--- src/rtl/timer_arbiter_pkg.sv ---
// rtl/timer_arbiter_pkg.sv - shared encodings and defaults for timer_arbiter
//
// Purpose: FSM state encoding and default sizing used by the interface,
// the counter and the arbiter top.
package timer_arbiter_pkg;

    localparam int NREQ_DEF = 4;
    localparam int CW_DEF   = 32;

    typedef enum logic [1:0] {
        ST_IDLE = 2'd0,
        ST_RUN  = 2'd1,
        ST_DONE = 2'd2
    } state_t;

endpackage

--- src/rtl/timer_arbiter_if.sv ---
// rtl/timer_arbiter_if.sv - request/grant bundle between channel logic and timer_arbiter
//
// Purpose: groups the requester-facing signals of timer_arbiter.
// Ports (signals):
//   req   - per-requester request level
//   len   - packed lengths, requester i uses len[i*CW +: CW]
//   grant - one-hot counter owner
//   done  - one-cycle completion pulse to the owner
//   busy  - counter is counting for its owner
//   cnt   - current count of the shared counter
// Modports: master = requester side, slave = arbiter side.
interface timer_arbiter_if
    import timer_arbiter_pkg::*;
#(
    parameter int NREQ = NREQ_DEF,
    parameter int CW   = CW_DEF
);

    logic [NREQ-1:0]    req;
    logic [NREQ*CW-1:0] len;
    logic [NREQ-1:0]    grant;
    logic [NREQ-1:0]    done;
    logic               busy;
    logic [CW-1:0]      cnt;

    modport master (
        output req, len,
        input  grant, done, busy, cnt
    );

    modport slave (
        input  req, len,
        output grant, done, busy, cnt
    );

endinterface

--- src/rtl/period_counter.sv ---
// rtl/period_counter.sv - modulo counter with synchronous clear and runtime max
//
// Purpose: counts 0..max-1 while enabled and wraps to 0.
// Ports:
//   clk, rst - clock, asynchronous active-high reset
//   clr      - synchronous clear (wins over en)
//   en       - advance the count this edge
//   max      - modulus
//   cnt      - registered count
//   wrap     - cnt == max-1
module period_counter #(
    parameter int CW = 32
) (
    input  logic          clk,
    input  logic          rst,
    input  logic          clr,
    input  logic          en,
    input  logic [CW-1:0] max,
    output logic [CW-1:0] cnt,
    output logic          wrap
);

    logic [CW-1:0] cnt_q;
    logic [CW-1:0] cnt_d;

    // Full-width compare so max = 2^CW-1 wraps at 2^CW-2.
    assign wrap = (cnt_q == (max - CW'(1)));
    assign cnt  = cnt_q;

    always_comb begin
        cnt_d = cnt_q;
        if (clr) begin
            cnt_d = '0;
        end else if (en) begin
            cnt_d = wrap ? '0 : cnt_q + CW'(1);
        end
    end

    always_ff @(posedge clk or posedge rst) begin
        if (rst) begin
            cnt_q <= '0;
        end else begin
            cnt_q <= cnt_d;
        end
    end

endmodule

--- src/rtl/timer_arbiter.sv ---
// rtl/timer_arbiter.sv - round-robin owner selection for one shared period counter
//
// Purpose: grants the shared counter to one requester at a time, lets it
// count 0..L-1, then pulses done to that requester and releases the counter.
// Ports:
//   clk  - system clock
//   rst  - asynchronous active-high reset
//   bus  - slave side of timer_arbiter_if (req/len in, grant/done/busy/cnt out)
module timer_arbiter
    import timer_arbiter_pkg::*;
#(
    parameter int NREQ = NREQ_DEF,
    parameter int CW   = CW_DEF
) (
    input  logic           clk,
    input  logic           rst,
    timer_arbiter_if.slave bus
);

    localparam int IW = $clog2(NREQ);

    state_t          state_q, state_d;
    logic [NREQ-1:0] grant_q, grant_d;
    logic [NREQ-1:0] done_q,  done_d;
    logic [IW-1:0]   owner_q, owner_d;
    logic [IW-1:0]   last_q,  last_d;
    logic [CW-1:0]   len_q,   len_d;
    logic            cnt_clr;
    logic            cnt_en;
    logic            cnt_wrap;
    logic [IW-1:0]   pick;
    logic [CW-1:0]   pick_len;

    // First set request scanning last+1, last+2, ... modulo NREQ.
    function automatic logic [IW-1:0] rr_pick(input logic [NREQ-1:0] r,
                                              input logic [IW-1:0]   last);
        logic [IW-1:0] w;
        logic          found;
        int            idx;
        w     = '0;
        found = 1'b0;
        for (int k = 1; k <= NREQ; k++) begin
            idx = (int'(last) + k) % NREQ;
            if (!found && r[idx]) begin
                w     = IW'(idx);
                found = 1'b1;
            end
        end
        return w;
    endfunction

    assign pick     = rr_pick(bus.req, last_q);
    assign pick_len = bus.len[int'(pick)*CW +: CW];

    always_comb begin
        state_d = state_q;
        grant_d = grant_q;
        done_d  = '0;
        owner_d = owner_q;
        last_d  = last_q;
        len_d   = len_q;
        cnt_clr = 1'b0;
        cnt_en  = 1'b0;
        case (state_q)
            ST_IDLE: begin
                cnt_clr = 1'b1;
                grant_d = '0;
                if (|bus.req) begin
                    owner_d = pick;
                    grant_d = NREQ'(1) << pick;
                    len_d   = pick_len;
                    // A zero length skips counting but still holds grant
                    // for the DONE cycle so done follows grant.
                    state_d = (pick_len == '0) ? ST_DONE : ST_RUN;
                end
            end
            ST_RUN: begin
                if (!bus.req[owner_q]) begin
                    // Withdrawal: release silently, no done pulse.
                    grant_d = '0;
                    last_d  = owner_q;
                    cnt_clr = 1'b1;
                    state_d = ST_IDLE;
                end else if (cnt_wrap) begin
                    cnt_clr = 1'b1;
                    state_d = ST_DONE;
                end else begin
                    cnt_en = 1'b1;
                end
            end
            ST_DONE: begin
                done_d  = grant_q;
                grant_d = '0;
                last_d  = owner_q;
                cnt_clr = 1'b1;
                state_d = ST_IDLE;
            end
            default: begin
                grant_d = '0;
                cnt_clr = 1'b1;
                state_d = ST_IDLE;
            end
        endcase
    end

    always_ff @(posedge clk or posedge rst) begin
        if (rst) begin
            state_q <= ST_IDLE;
            grant_q <= '0;
            done_q  <= '0;
            owner_q <= '0;
            last_q  <= IW'(NREQ - 1);
            len_q   <= '0;
        end else begin
            state_q <= state_d;
            grant_q <= grant_d;
            done_q  <= done_d;
            owner_q <= owner_d;
            last_q  <= last_d;
            len_q   <= len_d;
        end
    end

    period_counter #(
        .CW (CW)
    ) u_period_counter (
        .clk  (clk),
        .rst  (rst),
        .clr  (cnt_clr),
        .en   (cnt_en),
        .max  (len_q),
        .cnt  (bus.cnt),
        .wrap (cnt_wrap)
    );

    assign bus.grant = grant_q;
    assign bus.done  = done_q;
    assign bus.busy  = (state_q == ST_RUN);

endmodule

--- src/flat_wrapper.sv ---
// flat-port wrapper written by rule: the top's interface ports become plain ports
module timer_arbiter_flat import timer_arbiter_pkg::*;
#(
    parameter int NREQ = NREQ_DEF,
    parameter int CW   = CW_DEF
)
  (clk, rst, bus_req, bus_len, bus_grant, bus_done, bus_busy, bus_cnt);
  timer_arbiter_if #(.NREQ(NREQ), .CW(CW)) bus_i ();
  input  logic clk;
  input  logic rst;
  input wire logic [$bits(bus_i.req)-1:0] bus_req;
  input wire logic [$bits(bus_i.len)-1:0] bus_len;
  output wire logic [$bits(bus_i.grant)-1:0] bus_grant;
  output wire logic [$bits(bus_i.done)-1:0] bus_done;
  output wire logic [$bits(bus_i.busy)-1:0] bus_busy;
  output wire logic [$bits(bus_i.cnt)-1:0] bus_cnt;
  assign bus_i.req = bus_req;
  assign bus_i.len = bus_len;
  assign bus_grant = bus_i.grant;
  assign bus_done = bus_i.done;
  assign bus_busy = bus_i.busy;
  assign bus_cnt = bus_i.cnt;
  timer_arbiter #(.NREQ(NREQ), .CW(CW)) u_core (.clk(clk), .rst(rst), .bus(bus_i));
endmodule
--- config.mk ---
export PLATFORM = sky130hd
export DESIGN_NAME = timer_arbiter_flat
export DESIGN_NICKNAME = d
export VERILOG_FILES = /design/src/rtl/timer_arbiter_pkg.sv /design/src/rtl/timer_arbiter_if.sv /design/src/rtl/period_counter.sv /design/src/rtl/timer_arbiter.sv /design/src/flat_wrapper.sv
export SDC_FILE = /design/constraint.sdc
export NUM_CORES = 1
export LEC_CHECK = 0
export CAP_MARGIN = 0
export CORE_ASPECT_RATIO = 1.4
export CORE_MARGIN = 3
export CORE_UTILIZATION = 53
export CTS_BUF_LIST = sky130_fd_sc_hd__clkbuf_16
export DETAILED_ROUTE_END_ITERATION = 12
export HOLD_SLACK_MARGIN = 0.05
export PLACE_DENSITY = 0.91
export SLEW_MARGIN = 20
export SYNTH_ARGS = -nofsm -noshare
export SYNTH_HDL_FRONTEND = slang
export SYNTH_HIERARCHICAL = 1
export SYNTH_SLANG_ARGS = --single-unit
export TNS_END_PERCENT = 30
--- constraint.sdc ---
create_clock -name clk -period 12.36 [get_ports clk]
set_input_delay 1.854 -clock clk [delete_from_list [all_inputs] [get_ports clk]]
set_output_delay 1.854 -clock clk [all_outputs]
set_load 0.01 [all_outputs]
# == Yosys cells after proc, flatten, opt, wreduce, memory -nomap -nowiden ==
# Index checks and enable logic that the tools add are counted.
# totals
register_bits,78
input_bits,134
output_inout_bits,41
# classes
add_sub_neg,6
order_cmp,5
n_eq_ne,6
shifts,2
muxes,41
bitwise,4
reduce_logical,18
# ops
operator,count
128-bit by 8-bit variable part select with 32-bit output,1
32-bit two-way mux,3
32-bit by 1-bit adder with 32-bit output (second input constant),1
32-bit equality test,1
32-bit zero test,1
32-bit by 1-bit subtractor with 32-bit output (second input constant),1
1-bit two-way mux,18
2-bit two-way mux,9
3-bit by 4-bit less-than comparator with 1-bit output (second input constant),4
4-bit two-way mux,3
1-bit binary-select mux with 2-bit select,5
2-bit case mux with 2 select lines,2
4-bit case mux with 2 select lines,1
2-bit OR reduction,4
2-bit AND reduction,3
2-bit by 1-bit adder with 2-bit output (second input constant),2
2-bit adder (second input constant),2
1-bit bitwise AND (first input constant),4
2-bit nonzero test,2
4-bit OR reduction,1
1-bit by 2-bit << shifter with 4-bit output (first input constant),1
1-bit logical AND,3
1-bit zero test,3
2-bit by 3-bit less-than comparator with 1-bit output (second input constant),1
other kinds (6),6

# == Logic depth before layout (Yosys ltp) ==
# Gate-level depths: netlist of run 1.
# depth
word_depth,21
mapped_depth,16
depth_no_buf,15

# == Hierarchy ==
# The synthesis of run 1 kept the hierarchy.
# by_module_without_submodules
module,n_inst,cells_each,area_per_inst_um2,seq_area_each_um2
period_counter,1,392,3136.8,800.8
timer_arbiter,1,415,3074.2,1153.6

# == Least setup slack after synthesis of run 1 ==
# Ideal clock, no wire load.
# synth_timing
path_kind,reg2reg
startpoint,reg u_core.len_q[0]
endpoint,"reg u_core.u_period_counter.cnt_q[4], in the netlist u_core/u_period_counter/cnt[4]"
setup_time_ps,66
arrival_ps,3987
t_required_ps,12294
setup_slack_ps,8307
path_stages_with_launch,17
n_path_buf,2
synth_period_minus_slack_ps,4053
path_cell_list,dfrtp_1 inv_1 ha_1 or3b_2 or4_4 nor3_4 mux2i_1 a31oi_1 o21a_1 and3_1 nor2b_1 inv_1 clkbuf_1 nor2_1 clkbuf_1 a21o_1 a22o_1
# synth_between
elab_chain_len,6
word_cells_on_any_way,12
# synth_lines
item,line,source
from (decl),timer_arbiter.sv:27,"logic [CW-1:0] len_q, len_d;"
from (signal assigned),timer_arbiter.sv:120,len_q <= len_d;
32-bit by 1-bit subtractor with 32-bit output,period_counter.sv:27,assign wrap = (cnt_q == (max - CW'(1)));
32-bit equality test,period_counter.sv:27,
net u_core.cnt_wrap,timer_arbiter.sv:30,logic cnt_wrap;
1-bit two-way mux,timer_arbiter.sv:84,end else if (cnt_wrap) begin
1-bit two-way mux,timer_arbiter.sv:78,if (!bus.req[owner_q]) begin
1-bit two-way mux,timer_arbiter.sv:64,case (state_q)
net u_core.cnt_en,timer_arbiter.sv:29,logic cnt_en;
2-bit nonzero test (no source line),--,
to (signal assigned),period_counter.sv:43,cnt_q <= cnt_d;
to (decl),period_counter.sv:23,logic [CW-1:0] cnt_q;
# The timed path passes the listed nets, and every way through them passes these cells. The select of a mux whose other input is x is not followed.
# A chain may end at the register's enable or synchronous reset.

# == Worst setup path in the final report of run 1 ==
# layout_timing
startpoint,reg u_core.len_q[0]
endpoint,"reg u_core.u_period_counter.cnt_q[19], in the netlist u_core/u_period_counter/cnt[19]"
# Same word-level chain as after synthesis.

==> results_dict.tcl, run 1 <==
set metrics [dict create \
    synth_mux_area_frac 0.0334 \
    crit_chain "inv_1 > ha_1 > or3b_2 > or4_4 > nor3_4 > mux2i_1 > a31oi_1 > o21a_1 > and3_1 > nor2b_2 > inv_1 > nor2_1 > and2_1 > a31oi_1 > o31ai_1" \
    rsz0062_at_grt "false" \
    rows 46 \
    diodes 0 \
    r2r_cells 15 \
    max_stage_delay_ns 0.87 \
    synth_top_area_frac 0.306 \
    dp_hpwl_um 15400 \
    core-area_mm2 0.0114 \
    syn_inst 807 \
    route.detailed.drc 0 \
    worstHoldPathCells 2 \
    synthTopCellsByCount "nand2_1, nand3_1, dfrtp_1, nor2_1, o21ai_0" \
    synth_edf_count 0 \
    io-pin-count 175 \
    die_y_um 134 \
    outcome "completed" \
    clock_skew_ns 0.00569 \
    ys_seq_area_frac 0.315 \
    start_util 0.545 \
    ant_nets 0 \
    cts-root-buf "clkbuf_16" \
    r2r-end "u_core/u_period_counter/cnt[19]$_DFFE_PP0P_" \
    first_iter_violations 549 \
    finalSetupTns_ns 0 \
    synthesis.nets 943 \
    leakagePower_nw 3.35 \
    vias 6795 \
    worstHoldStart "u_core/len_q[31]$_DFFE_PP0P_" \
    synthesis.area_mm2 0.00621 \
    cts_setup_buffers 0 \
    die_w_um 97.5 \
    ys_warn_count 6 \
    fmax_mhz 196 \
    viasPerCell 6.19 \
    clkPwrFrac 0.181 \
    critPathCaptureType "flip-flop" \
    cp_max_fo 17 \
    p_per_area_mw_per_mm2 186 \
    grtUsageTotal 0.301 \
    comb_power_share 0.531 \
    htree_levels 3 \
    grt_pass1_wl_um 31900 \
    port_buffers 174 \
    hp-class "flip-flop to flip-flop" \
    placed_cell_area_mm2 0.00794 \
    fin_area_mm2 0.00825 \
    synth_simple_gate_area_frac 0.396 \
    clock_sinks 78 \
    synthArstFlopShare 1.00 \
    period_share 0.413 \
    place.gp.congestion 0.995 \
    postSynthAreaPerCell_um2 7.70 \
    first_pass_iters 8 \
    ys_ff_latch 78 \
    avgRoutedWirePerCell_um 18.1 \
    grt_max_degree 69 \
    synth_xor_area_frac 0.0691 \
    area_delta_synth_final_pct 32.9 \
    ys_types 71 \
    cts_resized 0 \
    cap_violations 0 \
    synthAdderAreaFrac 0.00403 \
    crit_arrival_ns 5.35 \
    cts_tree "yes" \
    cts_buffers 9 \
    sw_frac_of_total 0.458 \
    clk_pin_slew_worst_paths_ns 0.06 \
    critPathKind "flip-flop to flip-flop" \
    drive_above_1_share 0.0566 \
    hold_violations 0 \
    postSynth.topFlopCell "dfrtp_1" \
    synth_compound_area_frac 0.132 \
    r2r-start "u_core/len_q[0]$_DFFE_PP0P_" \
    ctsHoldBuffers 0 \
    internal_power_mw 0.830 \
    ir_drop_mv 0.112 \
    insertion_delay_ns 0.34 \
    whs_ns 0.519 \
    pwr-share-seq 0.288 \
    die_area_mm2 0.0131 \
    path_delay_family "simple AND/OR/NAND/NOR gates" \
    routed_wl_um 19900 \
    antenna_found_initial 0 \
    worstMarginPinSlew_ns 1.02 \
    overflow 0 \
    synthTopCellsByArea "dfrtp_1, nand2_1, nand3_1" \
    cts_max_path_buffers 2 \
    synth_top_family_by_area "simple AND/OR/NAND/NOR gates" \
    setup_viol 0 \
    drv_slew 0 \
    worst_setup_path_start_kind "flip-flop" \
    fill_cells 885 \
    path_buf_inv 2 \
    grt_pass1_vias 6457 \
    fin_nets 1086 \
    relSlewSlack 0.317 \
    crit_slowest_cell "nor2_1" \
    yosysMostFrequentCell "nand2_1" \
    period_minus_slack_ns 5.11 \
    p_total_mw 1.53 \
    worst_ep_required_time_ns 12.60 \
    hold_path_end "u_core/len_q[31]$_DFFE_PP0P_" \
    multi_input_area_mm2 0.00396 \
    rrSetupSlack_ns 7.25 \
    synth_area_leader_cell "dfrtp_1" \
    regArea_mm2 0.00195 \
    p_sw_mw 0.701 \
]
worst min-delay path, delay by kind of cell, from the launching register on:
| family | cells | cell delay [ns] |
|---|---|---|
| DFF | 1 | 0.36 |
| AOI/OAI and AO/OA | 1 | 0.07 |
| and+or+nand+nor | 1 | 0.06 |
cells by family after synthesis:
| kind of cell | Yosys count |
|---|---|
| and+or+nand+nor | 474 |
| AOI/OAI and AO/OA | 121 |
| buffers and inverters | 64 |
| xor gates and xnor gates | 49 |
| muxes | 19 |
| adders and majority gates | 2 |
| DFF | 78 |
final cells by class:
type,count,area share
clock buffer,9,0.0273
clock inverter,6,0.0105
inverter,15,0.00682
multi-input combinational,665,0.479
sequential,78,0.237
tap,144,0.0218
timing repair buffer,181,0.217
worst max-delay path by stage:
stage,end,depth (start not counted),from
4_1_cts,u_core/u_period_counter/cnt[27]$_DFFE_PP0P_,14,u_core/len_q[0]$_DFFE_PP0P_
3_5_place_dp,u_core/u_period_counter/cnt[27]$_DFFE_PP0P_,8,bus_req[3]
3_3_place_gp,u_core/u_period_counter/cnt[28]$_DFFE_PP0P_,8,bus_req[3]
6_report,u_core/u_period_counter/cnt[19]$_DFFE_PP0P_,15,u_core/len_q[0]$_DFFE_PP0P_
2_1_floorplan,u_core/u_period_counter/cnt[4]$_DFFE_PP0P_,16,u_core/len_q[0]$_DFFE_PP0P_
5_1_grt,u_core/u_period_counter/cnt[19]$_DFFE_PP0P_,15,u_core/len_q[0]$_DFFE_PP0P_
placed cells by master (no fill, tap or decap), types with 3 or more instances in the layout:
cell type,count
nand4_1,16
or4_1,9
clkbuf_16,9
nor2_1,60
and4_1,14
a31oi_1,5
or2_2,3
dfrtp_1,76
inv_1,14
xor2_1,26
nand2_1,149
a22oi_1,3
or3_1,8
o41ai_1,4
buf_4,7
a211oi_1,3
a22o_1,9
nand3_1,110
nor3b_1,4
o21ai_0,50
mux2i_1,14
and3_1,14
o211ai_1,3
xnor2_1,23
a21o_1,7
nor3_1,13
nand2b_1,10
clkdlybuf4s50_1,174
o311ai_1,3
mux2_2,4
a32o_1,3
nand3b_1,3
a21oi_1,13
and2_1,7
nor4_1,22
nor2b_1,11
power groups by stage:
stage / Sequential, mW / Combinational (mW) / Clock (mW)
global placement: 0.438 / 0.781 / 0
CTS: 0.440 / 0.804 / 0.281
detailed placement: 0.443 / 0.798 / 0
finish: 0.442 / 0.813 / 0.277
global route: 0.456 / 0.897 / 0.293
floorplan: 0.400 / 0.627 / 0
metal layers:
layer	track usage	wire length (µm)	part of all wire
met5	0	0	0
met4	0.130	666	0.034
met3	0.0489	1490	0.075
met2	0.531	10100	0.51
met1	0.361	7570	0.38
per-stage QoR:
stage	std cells	setup WS (ns)	utilization
6_report	1098	7.25	0.724
5_1_grt	1098	6.89	0.724
4_1_cts	1098	6.91	0.724
3_5_place_dp	1083	6.70	0.697
3_3_place_gp	1083	6.85	0.697
2_1_floorplan	807	8.31	-
flip-flops by register name (all words and copies together) (netlist names):
name	flops
u_core/last_q	2
u_core/len_q	32
u_core/bus.grant	4
u_core/owner_q	2
u_core/bus.done	4
u_core/state_q	2
u_core/u_period_counter/cnt	32
No activity file was read; power rests on OpenSTA's default activity.
==> inputs of run 2 (changes only) <==
--- a/config.mk
+++ b/config.mk
@@ -8,11 +8,11 @@
 export CAP_MARGIN = 0
 export CORE_ASPECT_RATIO = 1.4
 export CORE_MARGIN = 3
-export CORE_UTILIZATION = 53
+export CORE_UTILIZATION = 44
 export CTS_BUF_LIST = sky130_fd_sc_hd__clkbuf_16
 export DETAILED_ROUTE_END_ITERATION = 12
 export HOLD_SLACK_MARGIN = 0.05
-export PLACE_DENSITY = 0.91
+export PLACE_DENSITY = 0.81
 export SLEW_MARGIN = 20
 export SYNTH_ARGS = -nofsm -noshare
 export SYNTH_HDL_FRONTEND = slang
==> constraint.sdc (replaced) <==
create_clock -name clk -period 4.45 [get_ports clk]
set_input_delay 0.6675 -clock clk [delete_from_list [all_inputs] [get_ports clk]]
set_output_delay 0.6675 -clock clk [all_outputs]
set_load 0.01 [all_outputs]
==> run 2 against run 1 <==
Fmax up 22%. Register-to-register slack got worse by 7.0 ns. Die area is 19% higher. Combinational power increased to 2.9 times the previous value. Clock-buffer cell count unchanged.
==> results_dict.tcl, run 2 (same netlist as run 1, synthesis figures left out) <==
set metrics [dict create \
    worstMarginPinSlew_ns 0.876 \
    p_sw_mw 1.95 \
    p_per_area_mw_per_mm2 509 \
    grtUsageTotal 0.253 \
    insertion_delay_ns 0.34 \
    die_w_um 106 \
    ir_drop_mv 0.256 \
    mostFrequentLayoutCells "clkdlybuf4s50_1, nand2_1, nand3_1" \
    ctsHoldBuffers 0 \
    cp_max_fo 15 \
    cap_violations 0 \
    cts-root-buf "clkbuf_16" \
    layout_commonest_cell "clkdlybuf4s50_1" \
    dp_hpwl_um 15700 \
    antenna_found_initial 0 \
    critPathCaptureType "flip-flop" \
    die_y_um 147 \
    htree_levels 3 \
    rows 50 \
    internal_power_mw 2.29 \
    drive_above_1_share 0.0623 \
    preCtsSetupSlack_ns 0.331 \
    area_delta_synth_final_pct 34.1 \
    cts_buffers 9 \
    drv_slew 0 \
    pwr-share-seq 0.287 \
    ant_nets 0 \
    overflow 0 \
    crit_arrival_ns 4.41 \
    relSlewSlack 0.416 \
    grt_pass1_vias 6491 \
    period_minus_slack_ns 4.19 \
    cts_resized 0 \
    cts_setup_buffers 0 \
    dpl.cell_count 1129 \
    comb_power_share 0.548 \
    first_iter_violations 377 \
    start_util 0.458 \
    route.detailed.drc 0 \
    hp-class "flip-flop to flip-flop" \
    fin_ws_ns 0.256 \
    fin_nets 1094 \
    first_pass_iters 5 \
    critPathKind "flip-flop to flip-flop" \
    worst_ep_required_time_ns 4.67 \
    finalCoreUtilization 0.613 \
    sw_frac_of_total 0.460 \
    clock_skew_ns 0.00371 \
    place.gp.congestion 0.937 \
    port_buffers 174 \
    setup_viol 0 \
    die_area_mm2 0.0156 \
    clock_sinks 78 \
    cts_tree "yes" \
    vias 6641 \
    routed_wl_um 19800 \
    stdcell_count 1145 \
    cts_max_path_buffers 2 \
    viasPerCell 5.80 \
    fmax_mhz 238 \
    rsz0062_at_grt "false" \
    clkPwrFrac 0.166 \
    r2r_cells 17 \
    core-area_mm2 0.0136 \
    outcome "completed" \
    avgRoutedWirePerCell_um 17.3 \
    fill_cells 1246 \
    grt_max_degree 69 \
    leakagePower_nw 3.39 \
    hold_violations 0 \
    io-pin-count 175 \
    clk_pin_slew_worst_paths_ns 0.06 \
    period_share 0.942 \
    worstHoldPathCells 2 \
    diodes 0 \
    finalSetupTns_ns 0 \
    worst_setup_path_start_kind "flip-flop" \
    grt_pass1_wl_um 32000 \
]
-- run 2: critical path, cell delays in order (launching register included) --
cell	delay [ns]
dfrtp_1	0.44
inv_1	0.09
ha_1	0.22
or3b_2	0.52
or4_4	0.50
o311ai_0	0.48
o31a_1	0.21
and3_1	0.17
and3_1	0.25
nor2b_1	0.08
buf_4	0.17
inv_1	0.09
buf_4	0.17
nor2_1	0.06
buf_4	0.18
and2_1	0.17
a31oi_1	0.15
o31ai_1	0.09
-- run 2: final cells by class --
cell class / instances / area [µm²] / area share
clock buffers: 9 / 225 / 0.0270
clock inverters: 7 / 57.6 / 0.00691
inverters: 15 / 56.3 / 0.00676
multi-input cells: 665 / 3950 / 0.475
flip-flops and latches: 78 / 1950 / 0.235
well taps: 182 / 228 / 0.0273
repair buffers: 189 / 1850 / 0.223
-- run 2: metal layers --
| metal | GRT usage | routed length [µm] |
|---|---|---|
| met1 | 0.303 | 7820 |
| met2 | 0.431 | 9840 |
| met5 | 0 | 0 |
| met4 | 0.129 | 837 |
| met3 | 0.0469 | 1350 |
-- run 2: worst paths after layout --
path	to	from	slack, ns
setup / recovery	u_core/u_period_counter/cnt[19]$_DFFE_PP0P_	u_core/len_q[0]$_DFFE_PP0P_	0.26
hold / removal	u_core/len_q[31]$_DFFE_PP0P_	u_core/len_q[31]$_DFFE_PP0P_	0.51
setup reg to reg	u_core/u_period_counter/cnt[19]$_DFFE_PP0P_	u_core/len_q[0]$_DFFE_PP0P_	0.26
hold reg to reg	u_core/len_q[31]$_DFFE_PP0P_	u_core/len_q[31]$_DFFE_PP0P_	0.51
max in group asynchronous	u_core/len_q[10]$_DFFE_PP0P_	rst	3.26
min in group asynchronous	u_core/u_period_counter/cnt[26]$_DFFE_PP0P_	rst	0.75
-- run 2: per-stage QoR --
stage	area, µm²	hold WS, ns	power (mW)
after floorplan	6210	0.451	2.85
after CTS	8330	0.513	4.23
after global placement	8050	0.490	3.48
after detailed placement	8050	0.499	3.52
final	8330	0.512	4.24
after global routing	8330	0.527	4.57
-- run 2: power groups by stage --
stage / logic, mW / clock network (mW) / registers, mW
after global placement: 2.27 / 0 / 1.21
after detailed placement: 2.30 / 0 / 1.22
final: 2.32 / 0.702 / 1.21
after CTS: 2.31 / 0.713 / 1.21
after floorplan: 1.74 / 0 / 1.11
after global routing: 2.56 / 0.747 / 1.26
